$ cat src/rtl/spi_seq_pkg.sv
// Shared types and default sizing for the SPI byte sequencer.
// State encoding plus parameter defaults; no logic.
package spi_seq_pkg;

    typedef enum logic [2:0] {
        IDLE,
        FETCH,
        ISSUE,
        WAIT,
        DRAIN,
        GAP
    } state_t;

    localparam int DEF_LEN_W          = 8;
    localparam int DEF_GAP_CYCLES     = 2;
    localparam int DEF_TIMEOUT_CYCLES = 4096;

    // A zero gap would let a start land while the master is still leaving DONE.
    function automatic int eff_gap(input int gap);
        return (gap < 1) ? 1 : gap;
    endfunction

endpackage

$ cat src/rtl/spi_byte_sequencer.sv
// Sequences cmd_len bytes through a byte-level SPI master: fetch, start, wait done, forward RX.
// Latency: first spi_start 2 cycles after command accept with TX ready; done->next start >= GAP_CYCLES+3.
// Backpressure: stalls on tx_valid low or rx_ready low; SPI_SEQ_TIMEOUT_EN adds a done watchdog.
module spi_byte_sequencer
    import spi_seq_pkg::*;
#(
    parameter int LEN_W          = DEF_LEN_W,
    parameter int GAP_CYCLES     = DEF_GAP_CYCLES,
    parameter int TIMEOUT_CYCLES = DEF_TIMEOUT_CYCLES
) (
    input  logic             clk,
    input  logic             rst_n,
    input  logic             cmd_valid,
    output logic             cmd_ready,
    input  logic [LEN_W-1:0] cmd_len,
    input  logic             cmd_rx_en,
    output logic             cmd_done,
    input  logic             tx_valid,
    output logic             tx_ready,
    input  logic [7:0]       tx_data,
    output logic             rx_valid,
    input  logic             rx_ready,
    output logic [7:0]       rx_data,
    output logic             busy,
    output logic             err,
    output logic             spi_start,
    output logic [7:0]       spi_tx,
    input  logic [7:0]       spi_rx,
    input  logic             spi_done
);

    localparam int GAP_EFF = eff_gap(GAP_CYCLES);
    localparam int GAP_W   = (GAP_EFF > 1) ? $clog2(GAP_EFF) : 1;
    localparam logic [GAP_W-1:0] GAP_LAST = GAP_W'(GAP_EFF - 1);

    if (TIMEOUT_CYCLES < 1) begin : g_bad_timeout
        $error("TIMEOUT_CYCLES must be at least 1");
    end

    state_t           state;
    state_t           state_nxt;
    logic [LEN_W-1:0] remaining;
    logic             rx_en;
    logic [GAP_W-1:0] gap_cnt;
    logic             timeout;
    logic             drain_ok;

    // A held RX byte may be taken in the same cycle DRAIN looks at it.
    assign drain_ok = !rx_valid || rx_ready;

    always_ff @(posedge clk or negedge rst_n) begin
        if (!rst_n) begin
            state <= IDLE;
        end else begin
            state <= state_nxt;
        end
    end

    always_comb begin
        state_nxt = state;
        cmd_ready = 1'b0;
        tx_ready  = 1'b0;
        spi_start = 1'b0;
        busy      = 1'b1;
        case (state)
            IDLE: begin
                cmd_ready = 1'b1;
                busy      = 1'b0;
                if (cmd_valid && (cmd_len != '0)) begin
                    state_nxt = FETCH;
                end
            end
            FETCH: begin
                tx_ready = 1'b1;
                if (tx_valid) begin
                    state_nxt = ISSUE;
                end
            end
            ISSUE: begin
                spi_start = 1'b1;
                state_nxt = WAIT;
            end
            WAIT: begin
                if (spi_done) begin
                    state_nxt = DRAIN;
                end else if (timeout) begin
                    state_nxt = IDLE;
                end
            end
            DRAIN: begin
                if (drain_ok) begin
                    state_nxt = (remaining == '0) ? IDLE : GAP;
                end
            end
            GAP: begin
                if (gap_cnt == GAP_LAST) begin
                    state_nxt = FETCH;
                end
            end
            default: state_nxt = IDLE;
        endcase
    end

    always_ff @(posedge clk or negedge rst_n) begin
        if (!rst_n) begin
            remaining <= '0;
            rx_en     <= 1'b0;
            spi_tx    <= '0;
            rx_data   <= '0;
            rx_valid  <= 1'b0;
            cmd_done  <= 1'b0;
            gap_cnt   <= '0;
        end else begin
            cmd_done <= 1'b0;
            if (cmd_ready && cmd_valid) begin
                remaining <= cmd_len;
                rx_en     <= cmd_rx_en;
                if (cmd_len == '0) begin
                    cmd_done <= 1'b1;
                end
            end
            if (tx_ready && tx_valid) begin
                spi_tx <= tx_data;
            end
            if (rx_valid && rx_ready) begin
                rx_valid <= 1'b0;
            end
            if ((state == WAIT) && spi_done) begin
                if (remaining != '0) begin
                    remaining <= remaining - LEN_W'(1);
                end
                if (rx_en) begin
                    rx_data  <= spi_rx;
                    rx_valid <= 1'b1;
                end
            end
            if ((state == DRAIN) && drain_ok && (remaining == '0)) begin
                cmd_done <= 1'b1;
            end
            if (timeout && !spi_done) begin
                cmd_done <= 1'b1;
            end
            gap_cnt <= (state == GAP) ? gap_cnt + GAP_W'(1) : '0;
        end
    end

`ifdef SPI_SEQ_TIMEOUT_EN
    localparam int TO_W = (TIMEOUT_CYCLES > 1) ? $clog2(TIMEOUT_CYCLES) : 1;
    localparam logic [TO_W-1:0] TO_LAST = TO_W'(TIMEOUT_CYCLES - 1);

    logic [TO_W-1:0] to_cnt;

    // Counter value k marks the (k+1)-th cycle spent in WAIT.
    assign timeout = (state == WAIT) && (to_cnt == TO_LAST);

    always_ff @(posedge clk or negedge rst_n) begin
        if (!rst_n) begin
            to_cnt <= '0;
            err    <= 1'b0;
        end else begin
            to_cnt <= (state == WAIT) ? to_cnt + TO_W'(1) : '0;
            if (cmd_ready && cmd_valid) begin
                err <= 1'b0;
            end else if (timeout && !spi_done) begin
                err <= 1'b1;
            end
        end
    end
`else
    assign timeout = 1'b0;
    assign err     = 1'b0;
`endif

endmodule
$ cat config.mk
export PLATFORM = sky130hd
export DESIGN_NAME = spi_byte_sequencer
export DESIGN_NICKNAME = d
export VERILOG_FILES = /design/src/rtl/spi_seq_pkg.sv /design/src/rtl/spi_byte_sequencer.sv
export SDC_FILE = /design/constraint.sdc
export NUM_CORES = 1
export LEC_CHECK = 0
export CAP_MARGIN = 20
export CORE_UTILIZATION = 48
export DETAILED_ROUTE_END_ITERATION = 6
export HOLD_SLACK_MARGIN = 0.1
export PLACE_DENSITY = 0.92
export SYNTH_ARGS = -nofsm -noshare
export SYNTH_HDL_FRONTEND = slang
export SYNTH_SLANG_ARGS = --single-unit
$ cat constraint.sdc
create_clock -name clk -period 4.3 [get_ports clk]
set_clock_uncertainty 0.15 [all_clocks]
set_input_delay 1.075 -clock clk [delete_from_list [all_inputs] [get_ports clk]]
set_output_delay 1.075 -clock clk [all_outputs]
set_load 0.05 [all_outputs]
==> out/metrics.yaml, run 1 <==
clocking:
  clk_path_buf_depth: 2
  root_buffer: "clkbuf_4"
  clkTransAtPathRegs_ns: 0.10
  cts_made_buffers: 5
  tritoncts: "yes"
  cts_sinks: 31
  cts_resized: 0
  hold_buffers: 0
  htreeDepth: 2
  postCtsSetupBuffers: 0
  clk_latency_ns: 0.34
setup_path:
  critPathSlowestCell: "clkdlybuf4s50_1"
  critPathKind: "reg2out"
  worstPathArrival_ns: 2.14
  crit_fanout: 12
  crit_chain: "nor3_2, clkdlybuf4s50_1"
  start_kind: "register"
  slowest_delay_ns: 0.88
  crit_required_ns: 3.07
  critPathCaptureType: "primary output"
placement:
  dp_hpwl_mm: 2.72
  place.gp.congestion: 0.856
  io_buffer_count: 52
  place_area_um2: 2080
yosys:
  ys_seq_area_share_pct: 50.7
  syn_area_per_cell_um2: 11.8
  syn-cell-area_um2: 1530
  synth.distinct_cells: 38
  syn-num-nets: 163
  synth_seq_cells: 31
  postSynthCellCount: 130
  synth_warnings: 0
timing:
  fin_tns_setup_ns: 0
  rsz0062_at_grt: "no"
  setup_viol: 0
  period_minus_slack_ns: 3.37
  maxSlewViolCount: 0
  max-slew-margin-rel_pct: 51.6
  tightestPinTransition_ns: 0.720
  hold_viol_final: 0
  finalCritPeriodShare_pct: 78.3
  whs_ns: 0.279
  clock.fmax_mhz: 297
hold_path:
  hp-class: "reg2reg"
die:
  dieWidth_um: 58.5
  start_util_pct: 50.6
  row_count: 20
  die_area_um2: 3420
  ioPinCount: 54
  core_area_um2: 3030
  die_y_um: 58.5
routing:
  drtAntennaViolNets: 0
  finalWirelength_mm: 3.63
  drt-initial-drc-count: 51
  drc: 0
  drt_first_pass_iters: 4
  wl_per_cell_um: 15.8
  via_count: 1282
  viasPerCell: 5.60
grt:
  grt.total_usage_pct: 23.4
  grt_pass1_wl_mm: 5.80
  antenna_found_initial: 0
  grt_max_degree: 32
  grt_pass1_vias: 1280
  overflow: 0
cells_and_area:
  final_core_util_pct: 71.2
  antenna_cells: 0
  final_area_um2: 2160
  final_cell_mix: "52 x clkdlybuf4s50_1, 31 x dfrtp_1, 16 x mux2_2"
  drive_gt1_share_pct: 17.8
  synthToLayoutAreaGrowth_pct: 40.8
  final_nets: 217
  final_common_cell: "clkdlybuf4s50_1"
run_status:
  status: "finished clean"
power:
  vdd_drop_max_v: 0.000503
  power_density_nw_per_um2: 777
  total_leakage_power_nw: 0.860
run:
  maxCapViolCount: 0
## routing by layer
metal	up-vias	global-route usage [%]	wire, um
met4	0	15.6	104
li1	591	-	-
met5	-	0	0
met2	54	38.8	1860
met3	10	5.49	214
met1	627	27.1	1450
## report_power, final
part / switching (mW) / total [mW] / internal (mW)
clock: 0.106 / 0.201 / 0.0955
sequential: 0.141 / 0.566 / 0.425
combinational: 0.543 / 0.909 / 0.366
total: 0.790 / 1.68 / 0.886
## metrics by stage
stage               cells  total power [mW]  setup WS (ns)
floorplan             130              1.18           1.23
global placement      221              1.44           1.37
detailed placement    221              1.48           1.31
CTS                   229              1.68          0.935
global route          229              1.76          0.844
finish                229              1.68          0.933
## flip-flops by register name, summed over array words and instances (netlist names)
| signal | cells |
|---|---|
| rx_valid | 1 |
| state | 3 |
| gap_cnt | 1 |
| rx_data | 8 |
| rx_en | 1 |
| spi_tx | 8 |
| remaining | 8 |
| cmd_done | 1 |
## final cells by class
type                            instances  area, um^2
Clock buffer                            7        65.1
Clock inverter                          1        7.51
Fill cell                             212         872
Inverter                                3        11.3
Multi-Input combinational cell         90         713
Sequential cell                        31         776
Tap cell                               44        55.1
Timing Repair Buffer                   53         528
## Yosys cell counts
cell / n / area [um^2]
mux2_4: 1 / 15.0
nor4b_4: 1 / 23.8
nor3_2: 3 / 30.0
a221o_1: 1 / 10.0
a22o_2: 1 / 10.0
nand2_1: 11 / 41.3
and4b_1: 1 / 10.0
nand4b_1: 3 / 26.3
nor3b_1: 5 / 37.5
a221oi_1: 1 / 8.76
buf_4: 1 / 7.51
o32ai_1: 1 / 8.76
a311oi_1: 2 / 17.5
nor2_1: 4 / 15.0
o221a_2: 1 / 11.3
nor4_1: 3 / 18.8
dfrtp_1: 31 / 776
o21bai_1: 1 / 7.51
a21oi_4: 1 / 16.3
a21o_1: 1 / 7.51
nand3_1: 3 / 15.0
mux2_2: 16 / 180
nand4_1: 2 / 12.5
o221a_1: 1 / 11.3
nor3_1: 3 / 15.0
buf_2: 4 / 20.0
a211oi_1: 5 / 37.5
clkbuf_1: 1 / 3.75
mux2i_1: 2 / 20.0
and2_1: 1 / 6.26
or3_1: 1 / 6.26
inv_1: 3 / 11.3
a21oi_1: 3 / 15.0
nand2b_1: 4 / 25.0
o21ai_0: 3 / 15.0
conb_1: 1 / 3.75
ha_1: 2 / 25.0
o311a_1: 1 / 10.0
## cells by family after synthesis
| family | Yosys count | synth area share (%) |
|---|---|---|
| compound gates | 23 | 12.2 |
| mux | 19 | 14.1 |
| flops | 31 | 50.7 |
| fa+ha+maj | 2 | 1.63 |
| other cells | 1 | 0.245 |
| buf+inv | 9 | 2.78 |
| simple gates | 45 | 18.5 |
## critical path, delay by kind of cell (launching register included)
| kind | cells | cell delay (ns) |
|---|---|---|
| buf+inv | 1 | 0.88 |
| simple gates | 1 | 0.41 |
| flops | 1 | 0.52 |
## final timing paths
check | cells past startpoint | slack, ns | start | to
max | 2 | 0.93 | state[2] | cmd_ready
min | 1 | 0.28 | gap_cnt | gap_cnt
max reg2reg | 6 | 2.18 | remaining[0] | remaining[6]
min reg2reg | 1 | 0.28 | gap_cnt | gap_cnt
max in group asynchronous | 2 | 2.74 | rst_n | rx_valid
min in group asynchronous | 2 | 0.97 | rst_n | state[0]
Power figures use the tool's default switching activity.
==> inputs of run 2 (changes only) <==
--- a/config.mk
+++ b/config.mk
@@ -6,10 +6,10 @@
 export NUM_CORES = 1
 export LEC_CHECK = 0
 export CAP_MARGIN = 20
-export CORE_UTILIZATION = 48
+export CORE_UTILIZATION = 40
 export DETAILED_ROUTE_END_ITERATION = 6
 export HOLD_SLACK_MARGIN = 0.1
-export PLACE_DENSITY = 0.92
+export PLACE_DENSITY = 0.82
 export SYNTH_ARGS = -nofsm -noshare
 export SYNTH_HDL_FRONTEND = slang
 export SYNTH_SLANG_ARGS = --single-unit
==> constraint.sdc (replaced) <==
create_clock -name clk -period 2.7 [get_ports clk]
set_clock_uncertainty 0.15 [all_clocks]
set_input_delay 0.675 -clock clk [delete_from_list [all_inputs] [get_ports clk]]
set_output_delay 0.675 -clock clk [all_outputs]
set_load 0.05 [all_outputs]
==> run 2 against run 1 <==
  * Sequential cell count unchanged
  * Utilization down 11 points
  * Routed wire length down 4.9%
  * Critical path type unchanged
  * Critical endpoint is now busy
==> out/metrics.yaml, run 2 (same netlist as run 1, synthesis figures left out) <==
run_status:
  status: "finished clean"
grt:
  antenna_found_initial: 0
  grt_max_degree: 32
  overflow: 0
  grt_pass1_wl_mm: 6.00
  grt.total_usage_pct: 19.1
  grt_pass1_vias: 1279
setup_path:
  crit_buf_inv: 2
  crit_chain: "nor3_2, inv_1, clkdlybuf4s50_1"
  start_kind: "register"
  worstPathArrival_ns: 1.69
  critPathCaptureType: "primary output"
  crit_required_ns: 1.88
  critPathSlowestCell: "clkdlybuf4s50_1"
  critPathKind: "reg2out"
  slowest_delay_ns: 0.70
  crit_fanout: 2
  crit_family: "buffers and inverters"
timing:
  setup_viol: 0
  period_minus_slack_ns: 2.52
  clock.fmax_mhz: 397
  tightestPinTransition_ns: 0.715
  maxSlewViolCount: 0
  fin_tns_setup_ns: 0
  rsz0062_at_grt: "no"
  max-slew-margin-rel_pct: 51.9
  hold_viol_final: 0
  finalCritPeriodShare_pct: 93.3
clocking:
  root_buffer: "clkbuf_8"
  hold_buffers: 0
  htreeDepth: 2
  cts_made_buffers: 5
  clk_latency_ns: 0.28
  postCtsSetupBuffers: 0
  cts_sinks: 31
  clkTransAtPathRegs_ns: 0.07
  clk_path_buf_depth: 2
  cts_resized: 0
  tritoncts: "yes"
power:
  total_leakage_power_nw: 0.898
  vdd_drop_max_v: 0.000917
  power_mw: 2.76
  power_density_nw_per_um2: 1240
cells_and_area:
  synthToLayoutAreaGrowth_pct: 44.6
  final_nets: 223
  final_cell_mix: "49 x clkdlybuf4s50_1, 31 x dfrtp_1, 16 x mux2_2"
  drive_gt1_share_pct: 22.0
  largestRegisters: "remaining: 8 flops, rx_data: 8 flops, spi_tx: 8 flops"
  seq_area_um2: 776
  fillers: 292
  final_common_cell: "clkdlybuf4s50_1"
  stdcell_count: 239
  multi_input_area_um2: 713
  antenna_cells: 0
die:
  row_count: 22
  ioPinCount: 54
  dieWidth_um: 63.9
  core_area_um2: 3660
  start_util_pct: 41.8
  die_y_um: 63.9
  die_area_um2: 4080
routing:
  drt-initial-drc-count: 32
  finalWirelength_mm: 3.45
  viasPerCell: 5.36
  drt_first_pass_iters: 4
  via_count: 1280
  drtAntennaViolNets: 0
  wl_per_cell_um: 14.4
  drc: 0
placement:
  dp_cells: 231
  dp_hpwl_mm: 2.61
  place.gp.congestion: 0.921
  io_buffer_count: 52
hold_path:
  hp-class: "reg2reg"
run:
  maxCapViolCount: 0
## run 2: area by class of cell
class,count,area share [%]
timing repair buffer,59,25.5
tap,48,2.71
inverter,3,0.508
multi-input combinational,90,32.2
sequential,31,35.0
clock inverter,3,0.904
clock buffer,5,3.11
## run 2: worst reg2reg max path, cell delays in order (launching register included)
cell     delay (ns)
dfrtp_1        0.40
inv_1          0.11
ha_1           0.19
nor3b_1        0.42
nand2_1        0.11
o311a_1        0.31
a221o_1        0.27
## run 2: stage by stage
step                worst slack [ns]  util, %  instance area [um^2]  hold slack (ns)
CTS                            0.169     60.5                  2210            0.262
detailed placement             0.152     58.1                  2130            0.253
global route                   0.131     60.5                  2210            0.295
floorplan                     0.0330        -                  1530            0.229
global placement               0.223     58.1                  2130            0.248
finish                         0.181     60.5                  2210            0.259
## run 2: worst paths after layout
| check | startpoint | end | slack (ns) | depth (start not counted) |
|---|---|---|---|---|
| worst min-delay path | gap_cnt | gap_cnt | 0.26 | 1 |
| worst max-delay path | state[2] | busy | 0.18 | 3 |
| max in group asynchronous | rst_n | state[1] | 1.50 | 2 |
| min in group asynchronous | rst_n | remaining[1] | 0.63 | 2 |
| worst max register to register | remaining[0] | remaining[6] | 0.62 | 6 |
| worst min register to register | gap_cnt | gap_cnt | 0.26 | 1 |
## run 2: per-layer routing
layer | part of all wire, % | track usage (%)
met4 | 2.8 | 9.66
met5 | 0 | 0
met2 | 48 | 30.5
met1 | 42 | 23.6
met3 | 7.3 | 5.54
## run 2: power breakdown
part | internal [mW] | switching (mW) | total [mW]
clock network | 0.179 | 0.183 | 0.362
registers | 0.679 | 0.172 | 0.852
logic | 0.619 | 0.923 | 1.54
total | 1.48 | 1.28 | 2.76
